<file path="src/rtl/calc_operand_sequencer.sv">
// calc_operand_sequencer
// Operator-entry front end for the 4-bit combinational calculator. Two bouncy
// push buttons (enter, clear) are synchronized and debounced. Enter presses step
// an FSM that captures operand A, the operator code and operand B from the board
// switches. The FSM then registers the calculator's result one cycle after B is
// captured.
//
// Ports:
//   i_clk        system clock, rising edge
//   i_rst_n      synchronous active-low reset
//   i_sw[3:0]    operand switches (quasi-static, sampled unsynchronized)
//   i_op[1:0]    operator switches: 00 add, 01 sub, 10 mul, 11 div
//   i_btn_enter  raw enter button, active-high, bouncy
//   i_btn_clear  raw clear button, active-high, bouncy
//   i_result     calculator result (combinational from o_a/o_b/o_select)
//   o_a, o_b     registered operands to calculator
//   o_select     registered operator code to calculator
//   o_result     registered captured result
//   o_state      current FSM state encoding
//   o_done       one-cycle pulse when o_result is updated
//   o_div_zero   divide-by-zero flag, set together with o_done
//
// state  | meaning
// S_A    | waiting for enter to capture operand A
// S_OP   | waiting for enter to capture operator code
// S_B    | waiting for enter to capture operand B
// S_CALC | one cycle: capture calculator result, pulse done
// S_SHOW | result displayed; enter starts a new entry
module calc_operand_sequencer #(
  parameter int DEBOUNCE_CYCLES = 1000000
) (
  input  logic       i_clk,
  input  logic       i_rst_n,
  input  logic [3:0] i_sw,
  input  logic [1:0] i_op,
  input  logic       i_btn_enter,
  input  logic       i_btn_clear,
  input  logic [3:0] i_result,
  output logic [3:0] o_a,
  output logic [3:0] o_b,
  output logic [1:0] o_select,
  output logic [3:0] o_result,
  output logic [2:0] o_state,
  output logic       o_done,
  output logic       o_div_zero
);

  localparam int CW = $clog2(DEBOUNCE_CYCLES + 1);
  localparam logic [CW-1:0] CNT_LAST = CW'(DEBOUNCE_CYCLES - 1);
  localparam logic [CW-1:0] CNT_ONE  = CW'(1);

  typedef enum logic [2:0] {
    S_A    = 3'd0,
    S_OP   = 3'd1,
    S_B    = 3'd2,
    S_CALC = 3'd3,
    S_SHOW = 3'd4
  } state_t;

  // Bit 0 = enter, bit 1 = clear.
  logic [1:0]    raw;
  logic [1:0]    sync1;
  logic [1:0]    sync2;
  logic [1:0]    db;
  logic [1:0]    db_q;
  logic [CW-1:0] cnt [2];
  logic          enter_ev;
  logic          clear_ev;
  state_t        state;

  assign raw = {i_btn_clear, i_btn_enter};

  // The counter only runs while the synchronized level disagrees with the
  // debounced level; it toggles the debounced level on the last count and
  // never needs to reach DEBOUNCE_CYCLES itself.
  always_ff @(posedge i_clk) begin
    if (!i_rst_n) begin
      sync1 <= '0;
      sync2 <= '0;
      db    <= '0;
      db_q  <= '0;
      for (int i = 0; i < 2; i++) cnt[i] <= '0;
    end else begin
      sync1 <= raw;
      sync2 <= sync1;
      db_q  <= db;
      for (int i = 0; i < 2; i++) begin
        if (sync2[i] == db[i]) begin
          cnt[i] <= '0;
        end else if (cnt[i] == CNT_LAST) begin
          cnt[i] <= '0;
          db[i]  <= ~db[i];
        end else begin
          cnt[i] <= cnt[i] + CNT_ONE;
        end
      end
    end
  end

  // Rising edge of the debounced level; releases produce nothing.
  assign enter_ev = db[0] & ~db_q[0];
  assign clear_ev = db[1] & ~db_q[1];

  always_ff @(posedge i_clk) begin
    if (!i_rst_n) begin
      state      <= S_A;
      o_a        <= '0;
      o_b        <= '0;
      o_select   <= '0;
      o_result   <= '0;
      o_done     <= 1'b0;
      o_div_zero <= 1'b0;
    end else begin
      o_done <= 1'b0;
      if (clear_ev) begin
        // Clear beats a coincident enter.
        state      <= S_A;
        o_a        <= '0;
        o_b        <= '0;
        o_select   <= '0;
        o_result   <= '0;
        o_div_zero <= 1'b0;
      end else begin
        case (state)
          S_A: begin
            if (enter_ev) begin
              o_a   <= i_sw;
              state <= S_OP;
            end
          end
          S_OP: begin
            if (enter_ev) begin
              o_select <= i_op;
              state    <= S_B;
            end
          end
          S_B: begin
            if (enter_ev) begin
              o_b   <= i_sw;
              state <= S_CALC;
            end
          end
          S_CALC: begin
            o_result   <= i_result;
            o_done     <= 1'b1;
            o_div_zero <= (o_select == 2'b11) && (o_b == 4'd0);
            state      <= S_SHOW;
          end
          S_SHOW: begin
            if (enter_ev) state <= S_A;
          end
          default: state <= S_A;
        endcase
      end
    end
  end

  assign o_state = state;

endmodule
</file>
<file path="config.mk">
export PLATFORM = sky130hd
export DESIGN_NAME = calc_operand_sequencer
export DESIGN_NICKNAME = d
export VERILOG_FILES = /design/src/rtl/calc_operand_sequencer.sv
export SDC_FILE = /design/constraint.sdc
export NUM_CORES = 1
export LEC_CHECK = 0
export CORE_MARGIN = 3
export CORE_UTILIZATION = 60
export DETAILED_ROUTE_END_ITERATION = 12
export GPL_ROUTABILITY_DRIVEN = 0
export HOLD_SLACK_MARGIN = 0.05
export PLACE_DENSITY = 0.95
export REMOVE_ABC_BUFFERS = 1
export SETUP_SLACK_MARGIN = 0.02
export SYNTH_ARGS = -nofsm -noshare
export SYNTH_HDL_FRONTEND = slang
export SYNTH_SLANG_ARGS = --single-unit
</file>
<file path="constraint.sdc">
create_clock -name i_clk -period 5.6 [get_ports i_clk]
set_clock_uncertainty 0.15 [all_clocks]
set_input_delay 0.84 -clock i_clk [delete_from_list [all_inputs] [get_ports i_clk]]
set_output_delay 0.84 -clock i_clk [all_outputs]
set_load 0.02 [all_outputs]
</file>
==> run summary, run 1 <==
Initial antenna violation count: 0
Mean Syn Cell Area: 10.4 µm²
Crit. End Element: output port
R2r startpoint: cnt[1][10]
Startpoint Class: flop
Worst setup path endpoint: o_state[0]
Share of layout cells above drive strength 1: 6.65%
Clk Tree Root Cell: clkbuf_8
Most frequent cell after synthesis: nor2_1
Clock power share: 40.4%
Initial DRC Count: 123
FF-to-FF End: cnt[1][3]
Vias per cell: 5.55
Vias: 2560
Flop pwr share: 55.5%
Highest clock rate: 401 MHz
Setup CP Type: reg -> out
Pin count of the biggest net entering global routing: 20
Rows: 26
Crit path largest cell delay: 670 ps
Io pins: 33
Clock Tree Buf Depth: 2
Sequential fraction of the synthesis area: 53.4%
Post-cts sizing count: 0
Arr. time, crit path: 1500 ps
Post-synth ARST share: 0%
Die area: 6350 µm²
All-Layer GR Usage: 22.6%
Net Sw Power: 0.227 mW
Rel. slew slack: 19.6%
Wire per inst: 14.5 µm
Worst hold path type: reg -> reg
Max cap viols: 0
Switching share of power: 22.8%
Area Overhead vs Synth: 22.1%
First-pass GRT wire length: 11100 µm
Worst vdd ir: 0.186 mV
Register-to-register setup slack: 3140 ps
Synth Flop Type: edfxtp_1
CTS clk-pin slew, worst paths: 80 ps
Worst reg2reg path depth: 4
Int Power: 0.769 mW
Register area: 1740 µm²
Max-slew violations: 0
CTS tree: done
Cell family with most CP delay: buffers and inverters
Setup total negative slack: 0 ps
Total gr overflow: 0
DP Wirelength: 4520 µm
Fill cell count: 337
Footprint of the multi-input gates: 1600 µm²
Initial Utilization: 63.0%
Leakage power: 1.47 nW
Nets@finish: 402
Comb power frac: 4.1%
Post CTS Setup Buffer Count: 0
Fin. Hold Viols: 0
Synthesis Warnings: 0
Crit path time final: 2490 ps
Clock Latency Late Sink: 340 ps
Top post-synthesis cells by count: nor2_1 (52), edfxtp_1 (40), dfxtp_1 (27), xnor2_1 (17)
Clock sinks: 67
Buf+Inv Stages, Crit Path: 1
Total CTS buffers: 9
Worst Setup Slack, final: 3110 ps
Syn Std Cell Area: 3260 µm²
Critical path's slowest cell: clkdlybuf4s50_1
Period utilization: 44.5%
N_diodes: 0
PwrDens: 250 nW/µm²
Die span in x: 79.7 µm
RSZ-0062 raised after global routing: no
Final Hold Slack: 294 ps
Final setup viols: 0
Syn Inst Count: 312
H-tree depth: 3
Flops & latches, synth: 67
DRC: 0
PortBufs: 32
Drt total wl: 6700 µm
Die Y: 79.7 µm
Worst-path cell chain: clkdlybuf4s50_1
Dpl ws: 2960 ps
CP max FO: 9
DR pass1 iterations: 5
Vias in the first global route: 2463
CP Launch Point: o_state[0]
Status: finished clean
CP Depth: 1
CTS Hold Buffers Added: 0
CP required: 4610 ps
DRT antenna net count: 0
Actual slew at the worst max-slew pin: 1200 ps
Core box area: 5170 µm²
Number of flops mapped to enable cells by yosys: 40
Yosys top cell area share: 36.9%
Yosys top cell by area: edfxtp_1
Netlist cell types: 44
Area contributors post-synth: edfxtp_1 (37%), dfxtp_1 (17%), nor2_1 (6.0%)
## power groups by stage
stage	Combinational (mW)	Sequential (mW)	Clock [mW]
6_report	0.0411	0.552	0.402
5_1_grt	0.0460	0.554	0.429
4_1_cts	0.0398	0.552	0.407
3_5_place_dp	0.0391	0.563	0
3_3_place_gp	0.0384	0.562	0
2_1_floorplan	0.0246	0.558	0
## how the worst min path moves through the flow
stage,start,to,cells after the start
after floorplan,sync1[0],sync2[0],1
after global placement,sync1[1],sync2[1],1
after detailed placement,sync1[1],sync2[1],1
after CTS,sync1[1],sync2[1],1
after global routing,sync1[1],sync2[1],1
final,sync1[1],sync2[1],1
## cells by family after synthesis
kind of cell / count (synthesis) / share of synthesized area, %
AOI/OAI and AO/OA: 26 / 5.18
xor gates and xnor gates: 29 / 7.79
adders and majority gates: 2 / 0.768
buffers and inverters: 17 / 2.11
DFF: 67 / 53.4
muxes: 16 / 4.91
other: 1 / 0.115
and+or+nand+nor: 154 / 25.7
## layout make-up
type	instances	area share [%]
sequential	67	43.7
clock inverter	5	0.723
tap	70	2.20
inverter	9	0.849
multi-input combinational	267	40.1
clock buffer	11	4.37
timing repair buffer	32	8.05
## per-stage QoR
stage	utilization, %	total power, mW	area (µm²)	instances
3_5_place_dp	73.1	0.602	3780	445
4_1_cts	77.0	0.998	3980	461
2_1_floorplan	-	0.583	3370	343
5_1_grt	77.0	1.03	3980	461
6_report	77.0	0.996	3980	461
3_3_place_gp	73.1	0.600	3780	445
## state kept, by name (all words and copies together) (netlist names)
| register | count |
|---|---|
| cnt | 40 |
| db | 2 |
| db_q | 2 |
| o_a | 4 |
| o_b | 4 |
| o_div_zero | 1 |
| o_done | 1 |
| o_result | 4 |
| o_select | 2 |
| o_state | 3 |
| sync1 | 2 |
| sync2 | 2 |
## layer usage
layer / up-vias / track usage [%] / part of all wire, %
li1: 1250 / - / -
met1: 1210 / 27.4 / 43
met2: 86 / 38.0 / 50
met3: 14 / 6.21 / 5.4
met4: 0 / 8.76 / 1.6
met5: - / 0 / 0
## cell usage in the layout, fill, tap and decap left out, types with 3 or more instances in the layout
| cell | Yosys | layout |
|---|---|---|
| clkdlybuf4s50_1 | 0 | 32 |
| a21oi_1 | 11 | 11 |
| nand2_1 | 14 | 14 |
| and2_1 | 8 | 8 |
| inv_1 | 9 | 9 |
| or4_1 | 4 | 4 |
| xnor2_1 | 17 | 17 |
| xor2_1 | 12 | 12 |
| nand4_1 | 12 | 12 |
| nor3_1 | 9 | 9 |
| clkbuf_8 | 0 | 9 |
| dfxtp_1 | 27 | 27 |
| nor2_1 | 52 | 52 |
| nor4_1 | 10 | 10 |
| nand3_1 | 16 | 16 |
| and3_1 | 6 | 6 |
| and4_1 | 4 | 4 |
| o31ai_1 | 6 | 6 |
| inv_4 | 0 | 3 |
| conb_1 | 1 | 40 |
| mux2i_1 | 16 | 16 |
| edfxtp_1 | 40 | 40 |
Note: power is estimated with default switching activity, not from simulation.
==> run 2: changes to the inputs <==
CORE_UTILIZATION = 51   (was 60)
PLACE_DENSITY = 0.87   (was 0.95)
clock period = 2 ns   (was 5.6 ns; I/O delays follow)
==> run 2 against run 1 <==
Sequential share of layout area fell by 2.0 points. Die area grew 16%. Via count grew 0.63%. Cell area grew 4.9%. Largest cell class unchanged. Highest routed layer unchanged.
==> run summary, run 2 (synthesis results as in run 1) <==
Setup total negative slack: 0 ps (unchanged)
Status: finished clean (unchanged)
Crit path time final: 1900 ps
Crit. End Element: flop (was output port)
Dpl ws: 57.8 ps (was 2960 ps)
Int Power: 2.18 mW (was 0.769 mW)
Pin count of the biggest net entering global routing: 20 (unchanged)
Met3 wire len: 390 µm (was 360 µm)
Largest register by flop count: cnt (unchanged)
CP max FO: 8 (was 9)
Clock Tree Buf Depth: 2 (unchanged)
PwrDens: 675 nW/µm² (was 250 nW/µm²)
Total CTS buffers: 9 (unchanged)
Die area: 7390 µm² (was 6350 µm²)
Initial antenna violation count: 0 (unchanged)
Clock power share: 40.4% (about the same)
Period utilization: 95.2%
Commonest non-fill, non-tap cell in the layout: nor2_1 (unchanged)
Worst Setup Slack, final: 95.4 ps (was 3110 ps)
Clk Tree Root Cell: clkbuf_8 (unchanged)
Vias per cell: 5.32 (was 5.55)
CTS clk-pin slew, worst paths: 80 ps (about the same)
CTS Hold Buffers Added: 0 (unchanged)
Total gr overflow: 0 (unchanged)
Placed Cells: 464 (was 445)
CP required: 2070 ps (was 4610 ps)
H-tree depth: 3 (unchanged)
Io pins: 33 (unchanged)
DRC: 0 (unchanged)
Final setup viols: 0 (unchanged)
Net Sw Power: 0.643 mW (was 0.227 mW)
Rows: 28 (was 26)
Max-slew violations: 0 (unchanged)
Non-Filler Instances: 484 (was 461)
Met2 WL: 3420 µm (was 3330 µm)
Startpoint Class: flop (unchanged)
Flop pwr share: 54.7% (was 55.5%)
Initial DRC Count: 127 (was 123)
Leakage power: 1.57 nW (was 1.47 nW)
DP Wirelength: 4800 µm (was 4520 µm)
Fin util: 68.9% (was 77.0%)
Clock Latency Late Sink: 350 ps (was 340 ps)
N_diodes: 0 (unchanged)
Die span in x: 85.9 µm (was 79.7 µm)
Comb power frac: 4.9% (was 4.1%)
Initial Utilization: 53.8% (was 63.0%)
RSZ-0062 raised after global routing: no (unchanged)
Arr. time, crit path: 1970 ps (was 1500 ps)
Max cap viols: 0 (unchanged)
Vias in the first global route: 2520 (was 2463)
Vias: 2576 (was 2560)
Core box area: 6060 µm² (was 5170 µm²)
Largest register FFs: 40 (unchanged)
Worst hold path type: reg -> reg (unchanged)
Drt total wl: 6780 µm (was 6700 µm)
Most frequent cells in the layout: nor2_1 (51), edfxtp_1 (40), conb_1 (40) (was nor2_1 (52), edfxtp_1 (40), conb_1 (40))
Wire per inst: 14.0 µm (was 14.5 µm)
Max Used Layer: met4 (unchanged)
DR pass1 iterations: 5 (unchanged)
First-pass GRT wire length: 11300 µm (was 11100 µm)
Highest clock rate: 525 MHz
DRT antenna net count: 0 (unchanged)
Worst vdd ir: 0.551 mV (was 0.186 mV)
Nets@finish: 420 (was 402)
PortBufs: 32 (unchanged)
Area Overhead vs Synth: 28.1% (was 22.1%)
Switching share of power: 22.8% (about the same)
All-Layer GR Usage: 19.6% (was 22.6%)
CTS tree: done (unchanged)
Die Y: 85.9 µm (was 79.7 µm)
Fin. Hold Viols: 0 (unchanged)
M1 WL: 2860 µm (was 2900 µm)
Share of layout cells above drive strength 1: 13.0% (was 6.65%)
Setup CP Type: reg -> reg (was reg -> out)
Clock sinks: 67 (unchanged)
run 2: changes by cell type in the layout (fill, tap and decap cells not counted), sizes merged:
cell,delta
clkbuf,-1
inv,-2
buf,+18
dlymetal6s2s,+1
clkinv,+2
bufinv,+1
clkdlybuf4s50,-1
run 2: area by class of cell:
class / count / area [µm²]
fill: 462 / 1880
tap: 75 / 93.8
inverter: 9 / 33.8
multi-input combinational: 267 / 1650
clock buffer: 10 / 138
sequential: 67 / 1740
clock inverter: 6 / 63.8
timing repair buffer: 50 / 458
run 2: what timing repair did:
item / 4_1_cts / 5_1_grt
setup buffers: 0 / 4
gates resized for setup: 0 / 12
endpoints found under the setup margin: 0 / 41
run 2: per-layer routing:
layer / GRT usage, % / vias to the layer above
li1: - / 1286
met1: 23.1 / 1214
met2: 33.0 / 67
met3: 4.03 / 9
met4: 11.1 / 0
met5: 0 / -
run 2: path summary, 6_finish.rpt:
| check | to | cells past startpoint | startpoint | slack [ps] |
|---|---|---|---|---|
| worst min register to register | sync2[0] | 1 | sync1[0] | 290 |
| worst max-delay path | cnt[0][17] | 4 | cnt[0][8] | 100 |
| worst min-delay path | sync2[0] | 1 | sync1[0] | 290 |
| worst max register to register | cnt[0][17] | 4 | cnt[0][8] | 100 |
run 2: metrics by stage:
step | total power, mW | hold WS [ps] | instance area (µm²)
after global routing | 2.93 | 303 | 4180
after detailed placement | 1.70 | 271 | 3890
after floorplan | 1.63 | 262 | 3370
after global placement | 1.69 | 271 | 3890
final | 2.82 | 287 | 4180
after CTS | 2.83 | 288 | 4090
run 2: power groups by stage:
stage          clock, mW  sequential, mW  combinational [mW]
2_1_floorplan          0            1.56              0.0688
3_3_place_gp           0            1.57               0.128
3_5_place_dp           0            1.57               0.129
4_1_cts             1.16            1.54               0.131
5_1_grt             1.22            1.55               0.157
6_report            1.14            1.54               0.139
run 2: critical path: stages (launching register included):
cell and delay (ps):
edfxtp_1 500, nand4_4 190, or2_4 310, or4_4 480, a21oi_2 130
